**config.mk**
```make
export PLATFORM = sky130hd
export DESIGN_NAME = wb_stage
export DESIGN_NICKNAME = d
export VERILOG_FILES = /design/src/rtl/mips_pkg.sv /design/src/rtl/wb_stage_load_extract.sv /design/src/rtl/wb_stage.sv
export SDC_FILE = /design/constraint.sdc
export NUM_CORES = 1
export LEC_CHECK = 0
export ABC_CLOCK_PERIOD_IN_PS = 2100
export BUFFER_PORTS_ARGS = -buffer_cell sky130_fd_sc_hd__buf_2
export CAP_MARGIN = 0
export CORE_MARGIN = 2
export CORE_UTILIZATION = 48
export CTS_CLUSTER_SIZE = 12
export DETAILED_ROUTE_END_ITERATION = 16
export PLACE_DENSITY = 0.8
export REMOVE_ABC_BUFFERS = 1
export SYNTH_ARGS = -nofsm -noshare
export SYNTH_HDL_FRONTEND = slang
export SYNTH_SLANG_ARGS = --single-unit
```
**constraint.sdc**
```tcl
create_clock -name clk -period 2.1 [get_ports clk]
set_input_delay 0.105 -clock clk [delete_from_list [all_inputs] [get_ports clk]]
set_output_delay 0.105 -clock clk [all_outputs]
set_load 0.005 [all_outputs]
```
**src/rtl/mips_pkg.sv**
```systemverilog
// Shared MIPS pipeline definitions: the opcodes the back end decodes, the special
// register indices, and the captured write-back stage record.
package mips_pkg;

  localparam logic [5:0] OP_JAL = 6'h03;
  localparam logic [5:0] OP_LB  = 6'h20;
  localparam logic [5:0] OP_LH  = 6'h21;
  localparam logic [5:0] OP_LW  = 6'h23;
  localparam logic [5:0] OP_LBU = 6'h24;
  localparam logic [5:0] OP_LHU = 6'h25;

  localparam logic [4:0] REG_ZERO = 5'd0;
  localparam logic [4:0] REG_LINK = 5'd31;

  typedef struct packed {
    logic        valid;
    logic        reg_write;
    logic [5:0]  opcode;
    logic [4:0]  rd;
    logic [31:0] alu_result;
    logic [31:0] mem_data;
    logic [31:0] pc;
  } wb_entry_t;

  function automatic logic is_load(input logic [5:0] op);
    return (op == OP_LB) || (op == OP_LH) || (op == OP_LW) ||
           (op == OP_LBU) || (op == OP_LHU);
  endfunction

endpackage

```
**src/rtl/wb_stage_load_extract.sv**
```systemverilog
// Big-endian load data extraction and extension (byte 0 = bits 31:24), plus the
// alignment check for half-word and word loads.
module load_extract
  import mips_pkg::*;
(
  input  logic [5:0]  opcode,
  input  logic [1:0]  off,
  input  logic [31:0] mem_data,
  output logic [31:0] value,
  output logic        misaligned
);

  logic [7:0]  byte_v;
  logic [15:0] half_v;

  // NOTE: every always_comb output gets a default first so no latch is inferred.
  always_comb begin
    byte_v = mem_data[31:24];
    case (off)
      2'd1:    byte_v = mem_data[23:16];
      2'd2:    byte_v = mem_data[15:8];
      2'd3:    byte_v = mem_data[7:0];
      default: byte_v = mem_data[31:24];
    endcase
    half_v = off[1] ? mem_data[15:0] : mem_data[31:16];
  end

  always_comb begin
    value      = mem_data;
    misaligned = 1'b0;
    case (opcode)
      OP_LB:  value = {{24{byte_v[7]}}, byte_v};
      OP_LBU: value = {24'd0, byte_v};
      OP_LH: begin
        value      = {{16{half_v[15]}}, half_v};
        misaligned = off[0];
      end
      OP_LHU: begin
        value      = {16'd0, half_v};
        misaligned = off[0];
      end
      OP_LW: begin
        value      = mem_data;
        misaligned = (off != 2'd0);
      end
      default: value = mem_data;
    endcase
  end

endmodule

```
**src/rtl/wb_stage.sv**
```systemverilog
// MIPS write-back stage: captures the MEM result, drives the register-file write
// port and a forwarding view. Optional retire counter under WB_RETIRE_COUNT_EN.
module wb_stage
  import mips_pkg::*;
#(
  parameter int unsigned DATA_W   = 32,
  parameter int unsigned LINK_REG = 31
) (
  input  logic              clk,
  input  logic              reset_n,
  input  logic [5:0]        opcode,
  input  logic [4:0]        rd,
  input  logic              register_write,
  input  logic              valid,
  input  logic [DATA_W-1:0] alu_result,
  input  logic [DATA_W-1:0] mem_data,
  input  logic [DATA_W-1:0] pc,
  input  logic              stall,
  output logic              wr_en,
  output logic [4:0]        wr_addr,
  output logic [DATA_W-1:0] wr_data,
  output logic              fwd_valid,
  output logic [4:0]        fwd_addr,
  output logic [DATA_W-1:0] fwd_data,
  output logic              misalign_err
`ifdef WB_RETIRE_COUNT_EN
  ,
  output logic [31:0]       retired_count
`endif
);

  localparam logic [4:0] LINK_IDX = 5'(LINK_REG);

  wb_entry_t   stage_q;
  logic        fresh_q;
  logic [31:0] load_value;
  logic        misaligned;
  logic [4:0]  eff_rd;
  logic [31:0] result;
  logic        writes_reg;

  load_extract u_load_extract (
    .opcode     (stage_q.opcode),
    .off        (stage_q.alu_result[1:0]),
    .mem_data   (stage_q.mem_data),
    .value      (load_value),
    .misaligned (misaligned)
  );

  always_comb begin
    eff_rd = (stage_q.opcode == OP_JAL) ? LINK_IDX : stage_q.rd;
    if (is_load(stage_q.opcode))
      result = load_value;
    else if (stage_q.opcode == OP_JAL)
      result = stage_q.pc + 32'd8;
    else
      result = stage_q.alu_result;
    writes_reg = stage_q.valid && stage_q.reg_write && (eff_rd != REG_ZERO) && !misaligned;
  end

  assign fwd_valid = writes_reg;
  assign fwd_addr  = eff_rd;
  assign fwd_data  = result;

  // NOTE: sequential state uses non-blocking assignments only, so every flop
  // samples pre-edge values regardless of statement order.
  always_ff @(posedge clk) begin
    if (!reset_n) begin
      stage_q <= '0;
      fresh_q <= 1'b0;
    end else if (!stall) begin
      stage_q <= '{valid: valid, reg_write: register_write, opcode: opcode, rd: rd,
                   alu_result: alu_result, mem_data: mem_data, pc: pc};
      fresh_q <= valid;
    end else begin
      fresh_q <= 1'b0;
    end
  end

  // Fresh gates the write so a held instruction writes exactly once.
  always_ff @(posedge clk) begin
    if (!reset_n) begin
      wr_en        <= 1'b0;
      wr_addr      <= '0;
      wr_data      <= '0;
      misalign_err <= 1'b0;
    end else begin
      wr_en        <= fresh_q && writes_reg;
      wr_addr      <= eff_rd;
      wr_data      <= result;
      misalign_err <= fresh_q && stage_q.valid && misaligned;
    end
  end

`ifdef WB_RETIRE_COUNT_EN
  always_ff @(posedge clk) begin
    if (!reset_n)
      retired_count <= '0;
    else if (fresh_q && stage_q.valid && !misaligned && (writes_reg || !stage_q.reg_write))
      retired_count <= retired_count + 32'd1;
  end
`endif

endmodule

```
==> Yosys cells after proc, flatten, opt, wreduce, memory -nomap -nowiden <==
Index checks and enable logic that the tools add are counted.
{ "classes": {"n_bitwise": 1, "n_addsub": 1, "n_eq_ne": 9, "muxes": 7, "n_reduce_logical": 15} }
{ "op_table": {"columns": ["op", "n"], "rows": [
  ["$pmux W32 S4", 1],
  ["$mux W32", 2],
  ["$add A32 B4 Y32 const B", 1],
  ["$eq A6 B6 Y1 const B", 5],
  ["$pmux W8 S3", 1],
  ["$mux W16", 1],
  ["$eq A6 B2 Y1 const B", 1],
  ["$logic_and A1 B1 Y1", 6],
  ["$mux W5", 1],
  ["$reduce_bool A5 Y1", 1],
  ["$eq A2 B2 Y1 const B", 2],
  ["$logic_or A1 B1 Y1", 4],
  ["$reduce_or A2 Y1", 2],
  ["$eq A2 B1 Y1 const B", 1],
  ["$pmux W1 S2", 1],
  ["$reduce_bool A2 Y1", 1],
  ["$logic_not A1 Y1", 1],
  ["$not A1 Y1", 1]
]} }
{ "totals": {"out_inout_bits": 77, "word_cells": 45, "ff_bits": 149, "inputBits": 112} }

==> Depth between registers and ports, before layout <==
Gate-level depths: netlist of the first run.
{ "depth": {"depth_word": 6, "depth_mapped": 8, "depth_no_buf": 6} }

==> Hierarchy <==
A second synthesis of the first run with hierarchy kept.
{ "unflattened": {"cells_unflattened": 772, "hier_area_um2": 6877.8} }
{ "by_module_without_submodules": {"columns": ["module", "instances", "cells_per_inst", "seq_area_each_um2", "area_each_um2"], "rows": [
  ["wb_stage", 1, 665, 2982.9, 6177.2],
  ["load_extract", 1, 107, 0.0, 700.7]
]} }

==> Worst setup path before layout of the first run <==
OpenSTA, ideal clock, no wires.
{ "synth_timing": {"path_kind": "reg2reg", "start": "register stage_q[64] in the netlist's numbering", "end": "register wr_data[31]", "arrival_time_ns": 1.747, "t_required_ns": 1.968, "slack_ns": 0.221, "n_path_buf": 1, "period_less_slack_ns": 1.879, "setup_time_ns": 0.132, "path_stages_with_launch": 7, "path_cell_list": "dfxtp_1 mux2_2 mux4_2 a21oi_4 buf_6 o2bb2ai_2 nor3_1"} }
{ "synth_between": {"elab_chain_len": 4, "elab_cells_between_ends": 6, "classes_between": "eq/ne: 3; mux: 3"} }
{ "synth_rtl": {"columns": ["element", "line", "text"], "rows": [
  ["start, declared", "wb_stage.sv:34", "wb_entry_t stage_q;"],
  ["start signal, assigned", "wb_stage.sv:72", "stage_q <= '{valid: valid, reg_write: register_write, opcode: opcode, rd: rd,"],
  ["$eq A2 B2 Y1 / $eq A2 B1 Y1 (equally long branches)", "wb_stage_load_extract.sv:19", "case (off)"],
  ["$pmux W8 S3 *", "wb_stage_load_extract.sv:19", null],
  ["$pmux W32 S4 *", "wb_stage_load_extract.sv:31", "case (opcode)"],
  ["$mux W32 *", "wb_stage.sv:52", "if (is_load(stage_q.opcode))"],
  ["end signal, assigned", "wb_stage.sv:90", "wr_data <= result;"],
  ["end, declared", "wb_stage.sv:21", "output logic [DATA_W-1:0] wr_data,"]
]} }
Every way passes the cells marked *; elsewhere a longest branch is shown, timed or not.
A chain may end at the register's enable or synchronous reset.

==> Worst setup path after layout of the first run <==
{ "layout_timing": {"start": "register stage_q[16] in the netlist's numbering", "end": "output fwd_data[23]"} }
{ "layout_between": {"elab_chain_len": 3} }
{ "layout_rtl": {"columns": ["element", "line", "text"], "rows": [
  ["$add A32 B4 Y32", "wb_stage.sv:55", "result = stage_q.pc + 32'd8;"],
  ["$mux W32", "wb_stage.sv:54", "else if (stage_q.opcode == OP_JAL)"],
  ["$mux W32", "wb_stage.sv:52", null],
  ["end, declared", "wb_stage.sv:24", "output logic [DATA_W-1:0] fwd_data,"]
]} }
Every way passes these cells.

==> flow_metrics.tcl, run 1 <==
set metrics [dict create \
    hold_end "stage_q[64]" \
    hold_path_depth 3 \
    grt_pass1_wl_um 43800 \
    clk_latency_ps 440 \
    fin_tns_setup_ps -12600 \
    crit_arrival_ps 2520 \
    path_clk_slew_ps 60 \
    setup-violations-final 48 \
    cp-end-kind "output port" \
    hold_viol 0 \
    grt_pass1_vias 8268 \
    wirelength_um 32500 \
    syn_inst 779 \
    worst_ep_required_time_ps 2000 \
    htree_levels 4 \
    rrSetupSlack_ps -280 \
    power_frac_clock_pct 38.6 \
    synth_edf_count 0 \
    fmax_ghz 0.382 \
    drv_cap 0 \
    ant_nets 0 \
    antenna_found_initial 1 \
    r2r_start "stage_q[39]" \
    synth-simple-area-share_pct 20.7 \
    min_from "alu_result[0]" \
    synth_xor_area_share_pct 1.20 \
    layout_worst_path_cycle_share_pct 125 \
    overflow 0 \
    yosys_warnings 0 \
    synth-compound-area-share_pct 13.5 \
    rows 45 \
    synthFlopType "dfxtp_1" \
    layout_setup_ws_ps -521 \
    place_congestion 0.945 \
    rsz0062_at_grt "true" \
    dp_hpwl_um 16700 \
    r2r_cells 8 \
    start_util_pct 48.5 \
    violations "setup timing" \
    netlist_area_sq_um 7290 \
    vias 8645 \
    synth.mux.area_fraction_pct 19.1 \
    sw_frac_of_total_pct 28.7 \
    critical_path.max_stage_delay_ps 370 \
    grt_max_degree 53 \
    synth_top_family_by_area "simple AND/OR/NAND/NOR gates" \
    pwr-share-comb_pct 21.5 \
    grt.total_usage_pct 34.9 \
    diodes 0 \
    drtIter0Drc 827 \
    dieArea_sq_um 16200 \
    drcViolationCount 0 \
    die_h_um 127 \
    slowest_stage "dfxtp_1" \
    final_core_util_pct 83.5 \
    max_slew_margin_pct 52.9 \
    via_per_inst 6.15 \
    num-nets-final 1319 \
    power_density_nw_per_um2 632 \
    synth_fa_ha_area_share_pct 0.172 \
    port_buffers 188 \
    switching_power_uw 2280 \
    startpoint_type "register" \
    pwr-share-seq_pct 39.8 \
    critical_path_class "register to output port" \
    ys_async_sr_fraction_pct 0 \
    drv_slew 0 \
    drt-pass1-iter-count 6 \
    area_growth_pct 72.2 \
    worstPathMaxFanout 5 \
    rr_endpoint "wr_data[28]" \
    pre_cts_slack_ps 16.4 \
    synth_cell_type_count 81 \
    hold_path.class "input pin to register" \
    clockBufferDepth 2 \
    root_buffer "clkbuf_16" \
    core_area_sq_um 15000 \
    ys_seq_elements 149 \
    fin_skew_ps 11.0 \
    crit_chain "buf_4 -> and4_2 -> nand4_1 -> nor3_1 -> nor3_1 -> buf_4 -> nor3_2 -> buf_2" \
    drive_gt1_share_pct 46.5 \
    routedWlPerCell_um 23.1 \
    worstMarginPinSlew_ps 706 \
    yosysSeqAreaShare_pct 40.9 \
    fin_crit_ps 2620 \
    avgSynthCellArea_sq_um 9.36 \
    clock-sinks 149 \
    cellLeakagePower_uw 0.00562 \
    cts-buffers-inserted 17 \
    dieWidth_um 127 \
    status "complete, but fails checks" \
    intPower_uw 5660 \
    ir_worst_vdd_v 0.000640 \
    ios 189 \
    cts_tree "done" \
]
[logic make-up (layout without fill, tap and decap cells)]
logic type	count (synthesis)	after routing
AND/OR/NAND/NOR	299	299
XOR/XNOR	10	10
flip-flops	149	149
buffers and inverters	65	504
multiplexers	128	128
AO/OA/AOI/OAI	127	127
adder cells (fa/ha/maj)	1	1
[cell type report]
class                           count  area, sq um
Multi-Input combinational cell    565         4910
Timing Repair Buffer              465         3780
Sequential cell                   149         3020
Fill cell                         712         2480
Clock buffer                       19          443
Tap cell                          188          235
Clock inverter                     12          131
Inverter                            8         32.5
[cells in the mapped netlist, types with 7 or more instances]
cell	number	share of area, %
dfxtp_1	149	41
nand3_1	15	1.0
nand2b_1	13	1.1
mux4_2	8	2.5
clkbuf_1	21	1.1
buf_1	15	0.77
a211oi_1	15	1.5
nor3_1	15	1.0
o22ai_1	8	0.69
mux2i_1	114	16
inv_1	7	0.36
and2_1	14	1.2
nand4_1	10	0.86
nor4_1	7	0.60
buf_2	12	0.82
nand2_1	43	2.2
o21ai_0	13	0.89
nor2_1	137	7.1
a21oi_1	20	1.4
[worst max-delay path: cells and delay by family (launching register included)]
| family | cells | cell delay, ps |
|---|---|---|
| buffers and inverters | 3 | 480 |
| AND/OR/NAND/NOR | 5 | 1230 |
| flip-flops | 1 | 370 |
[sequential cells by signal, summed over array words and instances (netlist names)]
register      flops
wr_data          32
wr_addr           5
fresh_q           1
misalign_err      1
stage_q         109
wr_en             1
[per-stage QoR]
step	total power [uW]	hold WS, ps	instance area [sq um]	std cells
after floorplan	3700	181	7000	722
after global placement	4250	333	8900	1182
after detailed placement	4280	341	8900	1182
after CTS	7650	14.7	11900	1380
after global routing	8150	45.6	12600	1406
final	7940	27.1	12600	1406
[per-layer routing]
layer,wire length (um),GRT usage (%),share of wire [%],vias up
li1,-,-,-,3667
met1,11300,39.9,35,4133
met2,16100,60.9,50,644
met3,3280,9.63,10,201
met4,1860,16.1,5.7,0
met5,0,0,0,-
[placed cells by master, fill, tap and decap left out, drive strengths merged, types with 6 or more instances in the layout]
master / netlist / final
o22ai: 8 / 8
nor2: 138 / 138
dfxtp: 149 / 149
mux2i: 114 / 114
buf: 33 / 354
o21ai: 15 / 15
and4: 6 / 6
clkinv: 1 / 6
nor3: 16 / 16
and2: 14 / 14
nand2: 44 / 44
nand4: 11 / 11
or3: 6 / 6
and3: 7 / 7
a2111oi: 9 / 9
dlygate4sd3: 0 / 108
clkbuf: 23 / 19
nand3: 15 / 15
o31a: 7 / 7
a31oi: 6 / 6
inv: 7 / 8
nor4: 10 / 10
mux4: 8 / 8
mux2: 6 / 6
a21oi: 21 / 21
nand2b: 13 / 13
a211oi: 15 / 15
[power by group through the flow]
stage / logic (uW) / clock network, uW / registers (uW)
floorplan: 517 / 0 / 3190
global placement: 1080 / 0 / 3170
detailed placement: 1100 / 0 / 3180
CTS: 1500 / 3020 / 3130
global route: 1790 / 3180 / 3170
finish: 1710 / 3070 / 3160
[how the worst max path moves through the flow]
stage                      from           end  depth (start not counted)
floorplan           stage_q[65]   wr_data[23]                          4
CTS                 stage_q[64]  fwd_data[31]                          7
finish              stage_q[16]  fwd_data[23]                          8
global placement     stage_q[7]  fwd_data[18]                          7
detailed placement  stage_q[64]  fwd_data[25]                          6
global route        stage_q[15]  fwd_data[23]                          8
[timing repair]
action | in CTS | in global routing
hold endpoints to repair | 109 | 0
buffers inserted | 54 | 31
pin swaps | 39 | 44
gates resized for setup | 186 | 81
setup endpoints to repair | 35 | 49
gates cloned | 5 | 0
hold buffers | 108 | 0
(Power assumes the default switching activity.)
==> run 2, diff against run 1 <==
- CTS_BUF_LIST: default -> sky130_fd_sc_hd__clkbuf_8 sky130_fd_sc_hd__clkbuf_16
==> flow_metrics.tcl, run 2 (synthesis results as in run 1) <==
set metrics [dict create \
    status "complete, but fails checks" \
    violations "setup timing" \
    rsz0062_at_grt "true" \
    worst_ep_required_time_ps 2000 \
    largest_reg_flops 109 \
    hold_path_depth 3 \
    wirelength_um 32700 \
    startpoint_type "register" \
    critical_path.max_stage_delay_ps 360 \
    path_clk_slew_ps 70 \
    drv_slew 0 \
    path_buf_inv 3 \
    drcViolationCount 0 \
    port_buffers 188 \
    drtIter0Drc 806 \
    cts-buffers-inserted 17 \
    diodes 0 \
    power_frac_clock_pct 38.6 \
    num-nets-final 1319 \
    rr_endpoint "wr_data[28]" \
    hold_end "stage_q[64]" \
    drive_gt1_share_pct 46.5 \
    drt-pass1-iter-count 5 \
    dieWidth_um 127 \
    cp-end-kind "output port" \
    worstMarginPinSlew_ps 713 \
    layout_worst_path_cycle_share_pct 124 \
    overflow 0 \
    rows 45 \
    fmax_ghz 0.384 \
    hold_viol 0 \
    intPower_uw 5660 \
    start_util_pct 48.5 \
    critPathTopFamily "simple AND/OR/NAND/NOR gates" \
    drv_cap 0 \
    routedWlPerCell_um 23.2 \
    grt.total_usage_pct 34.9 \
    cts_tree "done" \
    min_from "alu_result[0]" \
    clock-sinks 149 \
    hold_path.class "input pin to register" \
    cellLeakagePower_uw 0.00562 \
    place_area_sq_um 8900 \
    core_area_sq_um 15000 \
    worstPathMaxFanout 5 \
    fin_skew_ps 10.3 \
    rrSetupSlack_ps -300 \
    critical_path_class "register to output port" \
    pre_cts_slack_ps 16.4 \
    crit_chain "buf_4 -> and4_2 -> nand4_1 -> nor3_1 -> nor3_1 -> buf_4 -> nor3_2 -> buf_2" \
    final_core_util_pct 83.5 \
    power_density_nw_per_um2 632 \
    root_buffer "clkbuf_16" \
    final_cell_mix "179 x buf_2, 131 x nor2_1, 130 x dfxtp_1, 118 x buf_4, 114 x mux2i_1" \
    r2r_cells 8 \
    place_congestion 0.945 \
    clk_latency_ps 440 \
    reg_top3 "stage_q x109, wr_data x32, wr_addr x5" \
    r2r_start "stage_q[39]" \
    pwr-share-seq_pct 39.9 \
    grt_pass1_vias 8268 \
    die_h_um 127 \
    area_growth_pct 72.2 \
    antenna_found_initial 1 \
    grt_pass1_wl_um 43800 \
    sw_frac_of_total_pct 28.7 \
    dieArea_sq_um 16200 \
    top_register "stage_q" \
    ant_nets 0 \
    grt_max_degree 53 \
    pwr-share-comb_pct 21.6 \
    htree_levels 4 \
    ir_worst_vdd_v 0.000644 \
    vias 8624 \
    slowest_stage "dfxtp_1" \
    setup-violations-final 47 \
    via_per_inst 6.13 \
    crit_arrival_ps 2500 \
    clockBufferDepth 2 \
    ios 189 \
    fin_crit_ps 2600 \
    switching_power_uw 2280 \
    max_slew_margin_pct 52.5 \
    layout_setup_ws_ps -502 \
    dp_hpwl_um 16700 \
    layout_commonest_cell "buf_2" \
    design_area_sq_um 12600 \
    total_power_uw 7940 \
]
-- run 2: cell types whose count changed in the layout (fill, tap and decap cells not counted) --
cell,delta
clkbuf_1,-1
inv_1,+1
-- run 2: area by class of cell --
cell class                      count  area, sq um
Fill cell                         712         2480
Sequential cell                   149         3020
Tap cell                          188          235
Clock inverter                     13          135
Inverter                            8         32.5
Timing Repair Buffer              465         3780
Multi-Input combinational cell    565         4910
Clock buffer                       18          439
-- run 2: metal layers --
metal	global-route usage [%]	part of all wire [%]
met5	0	0
met4	16.1	5.7
met3	9.63	10
met2	60.9	50
met1	39.9	34
-- run 2: repair_timing --
item | in CTS | in global routing
setup endpoints to repair | 35 | 49
buffers inserted | 54 | 31
pin swaps | 39 | 44
cloned | 5 | 0
hold endpoints to repair | 109 | 0
hold buffers | 108 | 0
resized for setup | 186 | 81
-- run 2: power by group through the flow --
stage                     Sequential, uW  Clock [uW]  Combinational, uW
after floorplan                     3190           0                517
after global placement              3170           0               1080
after detailed placement            3180           0               1100
after CTS                           3130        3020               1500
after global routing                3170        3180               1790
final                               3160        3060               1710
-- run 2: metrics by stage --
step	cells	hold slack (ps)	setup TNS [ps]
finish	1406	14.2	-12720
floorplan	722	181	-36640
global route	1406	45.6	-14750
CTS	1380	14.7	-8560
detailed placement	1182	341	0
global placement	1182	333	0
-- run 2: worst max-delay path by stage --
stage	from	to	slack [ps]	cells past startpoint
after global routing	stage_q[15]	fwd_data[23]	-540	8
after global placement	stage_q[7]	fwd_data[18]	40	7
final	stage_q[16]	fwd_data[23]	-500	8
after floorplan	stage_q[65]	wr_data[23]	-550	4
after CTS	stage_q[64]	fwd_data[31]	-330	7
after detailed placement	stage_q[64]	fwd_data[25]	20	6
-- run 2: worst reg2reg max path, cell delays in order (launching register included) --
cell and delay, ps:
dfxtp_1 400, mux2_4 300, mux4_2 540, a21oi_4 290, buf_4 170, bufbuf_16 260
buf_4 130, buf_4 110, a2111oi_4 50
